===== config.mk =====
export PLATFORM = sky130hd
export DESIGN_NAME = jump_seq
export DESIGN_NICKNAME = d
export VERILOG_FILES = /design/src/rtl/scp_ctrl_pkg.sv /design/src/rtl/jump_cond_eval.sv /design/src/rtl/jump_seq.sv
export SDC_FILE = /design/constraint.sdc
export NUM_CORES = 1
export LEC_CHECK = 0
export ABC_AREA = 1
export BUFFER_PORTS_ARGS = -buffer_cell sky130_fd_sc_hd__buf_2
export CAP_MARGIN = 15
export CORE_MARGIN = 1
export CORE_UTILIZATION = 45
export DETAILED_ROUTE_END_ITERATION = 16
export GPL_TIMING_DRIVEN = 0
export PLACE_DENSITY = 0.79
export RECOVER_POWER = 50
export SYNTH_ARGS = -nofsm -noshare
export SYNTH_HDL_FRONTEND = slang
export SYNTH_SLANG_ARGS = --single-unit

===== constraint.sdc =====
create_clock -name clk -period 1.9 [get_ports clk]
set_clock_uncertainty 0.15 [all_clocks]
set_input_delay 0.095 -clock clk [delete_from_list [all_inputs] [get_ports clk]]
set_output_delay 0.095 -clock clk [all_outputs]
set_load 0.01 [all_outputs]

===== src/rtl/scp_ctrl_pkg.sv =====
// Shared control definitions for the SCP core sequencers: state encoding
// and default datapath widths.
package scp_ctrl_pkg;

  typedef enum logic [1:0] {
    IDLE = 2'd0,
    EVAL = 2'd1,
    WAIT = 2'd2,
    LOAD = 2'd3
  } jseq_state_t;

  localparam int DEF_WIDTH       = 16;
  localparam int DEF_OPERAND_OFS = 1;
  localparam int DEF_MEM_TIMEOUT = 15;

endpackage


===== src/rtl/jump_cond_eval.sv =====
// Combinational jump condition: unconditional jumps always take, conditional
// jumps test the register against zero in the direction selected by mode.
module jump_cond_eval
  import scp_ctrl_pkg::*;
#(
  parameter int WIDTH = DEF_WIDTH
) (
  input  logic             cond_en,
  input  logic             mode,
  input  logic [WIDTH-1:0] a,
  output logic             take
);

  logic good_s;

  // Condition decode
  always_comb begin
    good_s = 1'b0;
    if (mode) begin
      good_s = (a == {WIDTH{1'b0}});
    end else begin
      good_s = (a != {WIDTH{1'b0}});
    end
    take = !cond_en || good_s;
  end

endmodule


===== src/rtl/jump_seq.sv =====
// Jump sequencer: evaluates the latched condition, fetches the target operand
// on a taken jump and issues a single PC write (or a timeout error pulse).
module jump_seq
  import scp_ctrl_pkg::*;
#(
  parameter int WIDTH       = DEF_WIDTH,
  parameter int OPERAND_OFS = DEF_OPERAND_OFS,
  parameter int MEM_TIMEOUT = DEF_MEM_TIMEOUT
) (
  input  logic             clk,
  input  logic             rst_n,
  input  logic             start,
  input  logic             cond_en,
  input  logic             mode,
  input  logic [WIDTH-1:0] a,
  input  logic [WIDTH-1:0] pc,
  output logic             mem_req,
  output logic [WIDTH-1:0] mem_addr,
  input  logic [WIDTH-1:0] mem_data,
  input  logic             mem_ready,
  output logic             pc_we,
  output logic [WIDTH-1:0] pc_next,
  output logic             busy,
  output logic             taken,
  output logic             err
);

  localparam int CNT_W = $clog2(MEM_TIMEOUT + 1);
  localparam logic [CNT_W-1:0] CNT_LAST = CNT_W'(MEM_TIMEOUT - 1);
  localparam logic [WIDTH-1:0] OFS_ADDR = WIDTH'(OPERAND_OFS);
  localparam logic [WIDTH-1:0] OFS_SKIP = WIDTH'(OPERAND_OFS + 1);

  jseq_state_t      state_r, state_nx;
  logic             cond_en_r, cond_en_nx;
  logic             mode_r, mode_nx;
  logic [WIDTH-1:0] a_r, a_nx;
  logic [WIDTH-1:0] pc_r, pc_nx;
  logic [WIDTH-1:0] target_r, target_nx;
  logic [CNT_W-1:0] cnt_r, cnt_nx;
  logic             mem_req_r, mem_req_nx;
  logic [WIDTH-1:0] mem_addr_r, mem_addr_nx;
  logic             pc_we_r, pc_we_nx;
  logic [WIDTH-1:0] pc_next_r, pc_next_nx;
  logic             busy_r, busy_nx;
  logic             taken_r, taken_nx;
  logic             err_r, err_nx;
  logic             take_s;

  jump_cond_eval #(.WIDTH(WIDTH)) u_cond (
    .cond_en (cond_en_r),
    .mode    (mode_r),
    .a       (a_r),
    .take    (take_s)
  );

  // Next-state and next-output logic; pulses default low every cycle
  always_comb begin
    state_nx    = state_r;
    cond_en_nx  = cond_en_r;
    mode_nx     = mode_r;
    a_nx        = a_r;
    pc_nx       = pc_r;
    target_nx   = target_r;
    cnt_nx      = cnt_r;
    mem_req_nx  = mem_req_r;
    mem_addr_nx = mem_addr_r;
    pc_we_nx    = 1'b0;
    pc_next_nx  = pc_next_r;
    taken_nx    = taken_r;
    err_nx      = 1'b0;
    case (state_r)
      IDLE: begin
        if (start) begin
          cond_en_nx = cond_en;
          mode_nx    = mode;
          a_nx       = a;
          pc_nx      = pc;
          state_nx   = EVAL;
        end else begin
          state_nx   = IDLE;
        end
      end
      EVAL: begin
        taken_nx = take_s;
        if (take_s) begin
          mem_req_nx  = 1'b1;
          mem_addr_nx = pc_r + OFS_ADDR;
          cnt_nx      = {CNT_W{1'b0}};
          state_nx    = WAIT;
        end else begin
          pc_we_nx    = 1'b1;
          pc_next_nx  = pc_r + OFS_SKIP;
          state_nx    = IDLE;
        end
      end
      WAIT: begin
        // Ready on the last allowed cycle still wins over the timeout
        if (mem_ready) begin
          target_nx  = mem_data;
          mem_req_nx = 1'b0;
          state_nx   = LOAD;
        end else if (cnt_r == CNT_LAST) begin
          mem_req_nx = 1'b0;
          err_nx     = 1'b1;
          state_nx   = IDLE;
        end else begin
          cnt_nx     = cnt_r + CNT_W'(1);
        end
      end
      LOAD: begin
        pc_we_nx   = 1'b1;
        pc_next_nx = target_r;
        state_nx   = IDLE;
      end
      default: begin
        mem_req_nx = 1'b0;
        state_nx   = IDLE;
      end
    endcase
    busy_nx = (state_nx != IDLE);
  end

  // State, latches and registered outputs
  always_ff @(posedge clk or negedge rst_n) begin
    if (!rst_n) begin
      state_r    <= IDLE;
      cond_en_r  <= 1'b0;
      mode_r     <= 1'b0;
      a_r        <= {WIDTH{1'b0}};
      pc_r       <= {WIDTH{1'b0}};
      target_r   <= {WIDTH{1'b0}};
      cnt_r      <= {CNT_W{1'b0}};
      mem_req_r  <= 1'b0;
      mem_addr_r <= {WIDTH{1'b0}};
      pc_we_r    <= 1'b0;
      pc_next_r  <= {WIDTH{1'b0}};
      busy_r     <= 1'b0;
      taken_r    <= 1'b0;
      err_r      <= 1'b0;
    end else begin
      state_r    <= state_nx;
      cond_en_r  <= cond_en_nx;
      mode_r     <= mode_nx;
      a_r        <= a_nx;
      pc_r       <= pc_nx;
      target_r   <= target_nx;
      cnt_r      <= cnt_nx;
      mem_req_r  <= mem_req_nx;
      mem_addr_r <= mem_addr_nx;
      pc_we_r    <= pc_we_nx;
      pc_next_r  <= pc_next_nx;
      busy_r     <= busy_nx;
      taken_r    <= taken_nx;
      err_r      <= err_nx;
    end
  end

  assign mem_req  = mem_req_r;
  assign mem_addr = mem_addr_r;
  assign pc_we    = pc_we_r;
  assign pc_next  = pc_next_r;
  assign busy     = busy_r;
  assign taken    = taken_r;
  assign err      = err_r;

endmodule


==> results.cfg, run 1 <==
[power_and_ir_drop]
powerDensity_mw_per_mm2 = 1600
ir_worst_vdd_uv = 744
power_leakage_nw = 2.78

[drt]
via_per_inst = 5.21
ant_nets = 0
post_drt_wl_per_cell_um = 15.4
drt_first_pass_iters = 5
drc = 0
vias = 3948
routed_wl_mm = 11.6
drt_iter0_markers = 207

[critical_path]
path_class = flip-flop to flip-flop
arrival_ns = 1.91
crit_buf_inv = 1
crit_path_end_kind = flip-flop
crit_path_frequent_cell = nand2_1
crit_path_top_delay_cell = dfrtp_1
crit_chain = nor2_2 > nand2_1 > nor2_2 > nand2_1 > nand2_1 > nand3_4 > nand2_4 > buf_6 > nand4_1
slowest_delay_ns = 0.42
crit_required_ns = 1.98
cp.depth = 9
start_kind = flip-flop
crit_fanout = 10
critical_path.top_delay_family = simple AND/OR/NAND/NOR gates
worstRegToRegCells = 9
r2r_slack_ns = 0.06

[worst_hold_path]
hold_depth = 4
hp-class = primary input to flip-flop

[placed_design]
dp_hpwl_mm = 8.00
place_congestion = 0.942
port_buffers = 90

[logic_synthesis]
yosys_warnings = 0
post_synth.cell_area_avg_um2 = 9.49
synth_common_cells = 116 x nand2_1, 93 x dfrtp_1, 64 x nand3_1
synth_area_mm2 = 0.00442
synth-edff-count = 0
synth-async-reset-ratio_pct = 100
syn_inst = 466
synth.largest_area_cell = dfrtp_1
yosysSeqAreaShare_pct = 52.6
synth_seq_cells = 93
synth_most_common_cell = nand2_1
synthDistinctLibCells = 30
synth_area_leaders = dfrtp_1 53%, nand2_1 9.8%, mux2_2 8.9%, nand3_1 7.2%, nor2_1 3.3%
synth_top_cell_area_share_pct = 52.6
ys.flop_type = dfrtp_1
synth.net_count = 524

[cts]
htree_levels = 3
worstSkewPairLatency_ns = 0.37
cts_sinks = 93
cts_buffer_depth = 2
cts_root_buf = clkbuf_8
cts.clk_slew.worst_paths_ns = 0.10
cts_tree = built
cts_buffers = 9

[timing]
min_period_ns = 1.84
holdWs_ns = 0.131
period_share_pct = 96.6
worstMarginPinSlew_ns = 1.01
slew-limit-headroom_pct = 32.7
grt_setup_unrepaired = yes
hold_violations = 0
fmax_mhz = 545
finalSetupViolations = 0
slew_viol_final = 0

[layout]
fin_util_pct = 61.9
nets = 682
seqCellArea_mm2 = 0.00233
drive_gt1_share_pct = 23.7
area_delta_synth_final_pct = 31.2
fillCellCount = 833
multi_input_area_mm2 = 0.00190
n_antenna_cell = 0

[status]
outcome = finished clean

[floorplan]
ios = 91
die_w_um = 101
die_area_mm2 = 0.0102
die_h_um = 101
initial_core_util_pct = 47.2
fp.coreArea_mm2 = 0.00937
rows = 35

[grt]
grt_pass1_wl_mm = 18.8
gr-total-overflow = 0
grt_max_degree = 76
grt_antenna_before_repair = 0
grt_pass1_vias = 4009
grt_usage_pct = 24.2

[run]
drv_cap = 0
==> metal layers <==
metal / GRT usage, % / wire length, µm / vias up
li1: - / - / 1864
met1: 29.3 / 4640 / 1893
met2: 41.8 / 5880 / 160
met3: 4.30 / 729 / 31
met4: 11.9 / 389 / 0
met5: 0 / 0 / -
==> cells in the final DEF, fill, tap and decap left out, types with 3 or more instances in the layout <==
master	n
nand3_2	3
o21ai_1	6
buf_2	67
inv_1	17
xor2_1	14
buf_6	6
xnor2_1	3
nand3_1	64
dfrtp_1	90
nand2_1	116
nand4_1	7
dlygate4sd3_1	54
a21oi_1	14
clkbuf_1	33
ha_1	3
buf_4	4
mux2_1	4
mux2_2	35
nor2_2	4
nor2_1	37
dfrtp_2	3
o21ai_0	13
inv_2	3
clkbuf_8	9
==> per-stage QoR <==
step | power, mW | std cells | cell area [µm²] | setup WS (ns) | TNS, ns
6_report | 9.29 | 758 | 5800 | 0.0642 | 0
5_1_grt | 9.99 | 758 | 5800 | -0.0749 | -0.660
4_1_cts | 9.27 | 756 | 5830 | 0.0676 | 0
3_5_place_dp | 7.69 | 686 | 5060 | 0.0855 | 0
3_3_place_gp | 7.49 | 685 | 5030 | -0.241 | -21.91
2_1_floorplan | 6.34 | 466 | 4420 | 0.350 | 0
==> worst reg2reg max path, delay by kind of cell (launching register included) <==
kind / cells / cell delay, ns
flops: 1 / 0.42
simple gates: 8 / 0.97
buf+inv: 1 / 0.17
==> power by group <==
group / switching (mW) / internal [mW]
registers: 0.772 / 2.96
logic: 2.37 / 1.71
clock network: 0.725 / 0.755
==> cell type report <==
class / instances / share of cell area [%]
Inverter: 20 / 1.29
Multi-Input combinational cell: 335 / 32.8
Clock inverter: 6 / 1.66
Tap cell: 129 / 2.78
Sequential cell: 93 / 40.2
Buffer: 18 / 2.24
Timing Repair Buffer: 147 / 16.8
Clock buffer: 10 / 2.20
==> final timing paths <==
path	endpoint	startpoint
max	busy	a_r[11]
min	a_r[3]	start
max reg2reg	busy	a_r[11]
min reg2reg	mem_addr[12]	mem_addr[12]
max in group asynchronous	pc_r[0]	rst_n
min in group asynchronous	target_r[3]	rst_n
==> cells by family (layout without fill, tap and decap cells) <==
logic type | count (synthesis) | after routing | share of synthesized area [%]
buf+inv | 38 | 201 | 4.64
flops | 93 | 93 | 52.6
mux | 39 | 39 | 9.93
fa+ha+maj | 4 | 4 | 1.13
xor+xnor | 17 | 17 | 3.37
simple gates | 241 | 241 | 24.4
compound gates | 34 | 34 | 3.91
==> what timing repair did <==
item,4_1_cts,5_1_grt
buffers inserted,0,2
hold buffers,54,0
setup endpoints to repair,0,18
endpoints found under the hold margin,146,0
resized for setup,0,7
==> sequential cells by signal (all words and copies together), names as in the netlist, 2 cells and up <==
name / cells
mem_addr: 16
a_r: 16
cnt_r: 4
pc_next: 16
pc_r: 16
target_r: 16
state_r: 2
Note: power is estimated with default switching activity, not from simulation.
==> run 2, diff against run 1 <==
CORE_MARGIN = 2   (was 1)
HOLD_SLACK_MARGIN = 0.15   (was default)
==> results.cfg, run 2 (same netlist as run 1, synthesis figures left out) <==
[grt]
grt_antenna_before_repair = 0
grt_usage_pct = 23.7
grt_max_degree = 49
use_met3_pct = 5.49
grt_pass1_wl_mm = 19.1
grt.met2_usage_pct = 39.5
grt_pass1_vias = 3845
gr-max-usage-layer = met2
use_met1_pct = 31.1
gr-total-overflow = 0

[cts]
cts_tree = built
worstSkewPairLatency_ns = 0.36
cts.clk_slew.worst_paths_ns = 0.09
htree_levels = 3
cts_sinks = 93
cts_buffers = 9
cts_buffer_depth = 2
cts_root_buf = clkbuf_8

[layout]
finalInstanceArea_mm2 = 0.00581
n_antenna_cell = 0
layout_common_cells = 115 x nand2_1, 90 x dfrtp_1, 67 x buf_2, 64 x nand3_1, 53 x dlygate4sd3_1
drive_gt1_share_pct = 24.3
nets = 680
multi_input_area_mm2 = 0.00193
layout_commonest_cell = nand2_1
seqCellArea_mm2 = 0.00233
area_delta_synth_final_pct = 31.3
fillCellCount = 852
finalNonFillerCells = 759

[power_and_ir_drop]
p_sw_share_pct = 42.3
pwr-share-seq_pct = 40.1
power_leakage_nw = 2.77
internal_power_mw = 5.32
p_comb_share_pct = 45.6
powerDensity_mw_per_mm2 = 1590
clkPwrFrac_pct = 14.4
ir_worst_vdd_uv = 911
switchingPower_mw = 3.90

[timing]
slew-limit-headroom_pct = 20.0
slew_viol_final = 0
fin_tns_setup_ns = 0
setup_slack_ns = 0.0960
hold_violations = 0
worstMarginPinSlew_ns = 1.20
min_period_ns = 1.80
finalSetupViolations = 0
period_share_pct = 94.9
fmax_mhz = 554

[worst_hold_path]
hold_start = mem_addr[1]
hp-class = flip-flop to flip-flop

[placed_design]
place_area_mm2 = 0.00507
dp_hpwl_mm = 8.30
port_buffers = 90
pre_cts_ws_ns = 0.0648
dp.cells = 690
place_congestion = 0.905

[critical_path]
start_kind = flip-flop
path_class = flip-flop to flip-flop
r2r_slack_ns = 0.1
crit_start = state_r[0]
crit_required_ns = 2.00
crit_path_end_kind = flip-flop
crit_fanout = 19
arrival_ns = 1.91
rr_startpoint = state_r[0]

[run]
drv_cap = 0

[drt]
ant_nets = 0
drt_iter0_markers = 193
vias = 3765
post_drt_wl_per_cell_um = 15.5
drc = 0
drt_first_pass_iters = 5
routed_wl_mm = 11.8
via_per_inst = 4.96

[floorplan]
die_w_um = 103
fp.coreArea_mm2 = 0.00964
rows = 36
initial_core_util_pct = 45.9
die_area_mm2 = 0.0106
die_h_um = 103
ios = 91

[status]
outcome = finished clean
==> run 2: cell types whose count changed in the layout (fill, tap and decap cells not counted), sizes merged <==
cell,previous run,this run
buf,78,80
bufinv,2,1
clkbuf,43,40
clkinv,2,0
clkinvlp,1,3
dlygate4sd3,54,53
==> run 2: routing by layer <==
metal  up-vias  part of all wire, %  routed length, µm
li1       1858                    -                  -
met1      1777                   43               5020
met2       116                   51               5950
met3        14                  5.3                617
met4         0                  1.4                165
met5         -                    0                  0
==> run 2: final cells by class <==
cell class | instances | share of cell area [%]
flip-flops and latches | 93 | 40.1
multi-input cells | 335 | 33.2
inverters | 20 | 1.29
repair buffers | 147 | 17.2
clock inverters | 5 | 1.06
plain buffers | 16 | 2.13
well taps | 133 | 2.87
clock buffers | 10 | 2.20
==> run 2: power by group through the flow <==
| stage | Sequential, mW | Combinational (mW) | Clock (mW) |
|---|---|---|---|
| 2_1_floorplan | 3.69 | 2.65 | 0 |
| 4_1_cts | 3.66 | 4.15 | 1.34 |
| 3_5_place_dp | 3.70 | 4.05 | 0 |
| 3_3_place_gp | 3.65 | 3.93 | 0 |
| 6_report | 3.69 | 4.20 | 1.32 |
| 5_1_grt | 3.82 | 4.71 | 1.43 |
==> run 2: through the flow <==
stage	util (%)	hold WS, ns	total power, mW
4_1_cts	60.0	0.150	9.16
2_1_floorplan	-	-0.351	6.34
3_5_place_dp	52.6	-0.000378	7.75
3_3_place_gp	52.3	0.160	7.57
5_1_grt	60.2	0.340	9.96
6_report	60.2	0.334	9.21
==> run 2: final timing paths <==
check / to / cells past startpoint
max: a_r[1] / 6
min: mem_addr[1] / 2
max reg2reg: a_r[1] / 6
min reg2reg: mem_addr[1] / 2
max in group asynchronous: pc_r[0] / 3
min in group asynchronous: target_r[1] / 2
==> run 2: repair_timing <==
action	in CTS	in global routing
setup buffers	0	3
hold buffers	53	0
setup endpoints to repair	0	19
hold endpoints to repair	149	0
resized for setup	0	12
==> run 2: critical path, stage by stage (launching register included) <==
cell and delay, ns:
dfrtp_1 0.35, buf_2 0.23, nor2_1 0.09, nand2_1 0.09, buf_4 0.20, buf_6 0.22, mux2_2 0.35
==> run 3, diff against run 2 <==
ABC_AREA = default   (was 1)
==> results.cfg, run 3 <==
[logic_synthesis]
synth.net_count = 422
synth_area_leaders = dfrtp_1 53%, mux2_2 13%, xor2_1 4.4%, a21oi_2 3.0%, nand2_1 2.1%
post_synth.cell_area_avg_um2 = 12.1
synth-async-reset-ratio_pct = 100
synthDistinctLibCells = 50
yosys_warnings = 0
synth_area_mm2 = 0.00442
synth.largest_area_cell = dfrtp_1
synth_seq_cells = 93
synth-edff-count = 0
synth_top_cell_area_share_pct = 52.7
synth_most_common_cell = dfrtp_1
ys.flop_type = dfrtp_1
syn_inst = 364
yosysSeqAreaShare_pct = 52.7
synth_common_cells = 93 x dfrtp_1, 50 x mux2_2, 25 x nand2_1

[timing]
slew_viol_final = 0
setup_slack_ns = -0.196
period_share_pct = 110
worstMarginPinSlew_ns = 0.607
min_period_ns = 2.10
holdWs_ns = 0.295
fin_tns_setup_ns = -3.27
fmax_mhz = 477
hold_violations = 0
slew-limit-headroom_pct = 59.5
grt_setup_unrepaired = yes
finalSetupViolations = 39

[worst_hold_path]
hp-class = primary input to flip-flop
hold_start = start

[drt]
via_per_inst = 5.15
post_drt_wl_per_cell_um = 15.9
vias = 3420
routed_wl_mm = 10.6
drt_first_pass_iters = 4
drt_iter0_markers = 114
drc = 0
ant_nets = 0

[floorplan]
initial_core_util_pct = 45.8
die_w_um = 103
fp.coreArea_mm2 = 0.00964
die_h_um = 103
die_area_mm2 = 0.0106
rows = 36
ios = 91

[power_and_ir_drop]
power_leakage_nw = 2.49
powerDensity_mw_per_mm2 = 1550
ir_worst_vdd_uv = 664

[layout]
nets = 584
n_antenna_cell = 0
layout_commonest_cell = dfrtp_1
area_delta_synth_final_pct = 36.4
drive_gt1_share_pct = 37.5
fillCellCount = 782
finalInstanceArea_mm2 = 0.00602
layout_common_cells = 91 x dfrtp_1, 56 x buf_2, 53 x dlygate4sd3_1, 50 x mux2_2, 44 x clkbuf_1

[critical_path]
path_class = flip-flop to flip-flop
arrival_ns = 2.18
crit_required_ns = 1.98
start_kind = flip-flop
crit_path_end_kind = flip-flop
crit_fanout = 7
rr_startpoint = a_r[7]
crit_start = a_r[7]

[cts]
worstSkewPairLatency_ns = 0.35
cts_buffer_depth = 2
cts_sinks = 93
cts_buffers = 9
cts_root_buf = clkbuf_8
cts_tree = built
htree_levels = 3
cts.clk_slew.worst_paths_ns = 0.09

[grt]
gr-total-overflow = 0
grt.met2_usage_pct = 35.2
grt_antenna_before_repair = 0
grt_max_degree = 52
grt_pass1_wl_mm = 16.5
use_met3_pct = 4.41
use_met1_pct = 25.8
grt_pass1_vias = 3446
grt_usage_pct = 20.2
gr-max-usage-layer = met2

[placed_design]
pre_cts_ws_ns = -0.289
place_area_mm2 = 0.00507
port_buffers = 89
dp_hpwl_mm = 7.14
place_congestion = 0.805

[status]
outcome = finished, violations left
violations = setup timing

[run]
drv_cap = 0
[run 3: power by group]
part	internal (mW)	switching (mW)
Clock	0.607	0.692
Sequential	2.96	0.904
Combinational	2.07	2.08
[run 3: path summary, 6_finish.rpt]
kind | end | slack (ns) | cells past startpoint
min in group asynchronous | mem_addr[6] | 0.71 | 3
max in group asynchronous | cnt_r[2] | 0.24 | 4
worst min register to register | pc_next[13] | 0.35 | 2
worst min-delay path | pc_r[15] | 0.29 | 4
worst max-delay path | pc_next[14] | -0.20 | 6
worst max register to register | pc_next[14] | -0.20 | 6
[run 3: layout make-up]
| class | instances | area, µm² | share of cell area [%] |
|---|---|---|---|
| buffer | 20 | 149 | 2.47 |
| clock buffer | 10 | 128 | 2.12 |
| clock inverter | 6 | 63.8 | 1.06 |
| inverter | 4 | 15.0 | 0.249 |
| multi-input combinational | 243 | 2110 | 35.0 |
| sequential | 93 | 2330 | 38.7 |
| tap | 133 | 166 | 2.76 |
| timing repair buffer | 155 | 1060 | 17.6 |
[run 3: worst max-delay path: stages, from the launching register on]
cell and delay [ns]:
dfrtp_1 0.42, nor4_4 0.30, and4_1 0.23, buf_6 0.13
mux2i_4 0.38, nor2_1 0.09, a221o_1 0.27
[run 3: per-stage QoR]
stage	cells	power (mW)	util, %
6_report	664	9.30	62.5
2_1_floorplan	364	6.32	-
5_1_grt	664	9.93	62.5
3_3_place_gp	586	7.34	52.3
4_1_cts	658	9.04	60.9
3_5_place_dp	587	7.53	52.6
[run 3: cell families (layout without fill, tap and decap cells)]
| kind of cell | Yosys count | after routing | synth area share [%] |
|---|---|---|---|
| mux | 56 | 56 | 14.4 |
| flops | 93 | 93 | 52.7 |
| xor+xnor | 27 | 27 | 5.36 |
| fa+ha+maj | 4 | 4 | 1.13 |
| buf+inv | 28 | 195 | 3.51 |
| simple gates | 110 | 110 | 14.0 |
| compound gates | 46 | 46 | 8.87 |
[run 3: timing repair]
item | CTS | global route
hold buffers | 53 | 0
pin swaps | 7 | 9
setup endpoints to repair | 78 | 75
hold endpoints to repair | 148 | 0
setup buffers | 3 | 10
gates resized for setup | 10 | 29
[run 3: per-layer routing]
metal | vias to the layer above | part of all wire, %
met1 | 1728 | 43
li1 | 1615 | -
met5 | - | 0
met4 | 0 | 0.91
met3 | 8 | 3.6
met2 | 69 | 52
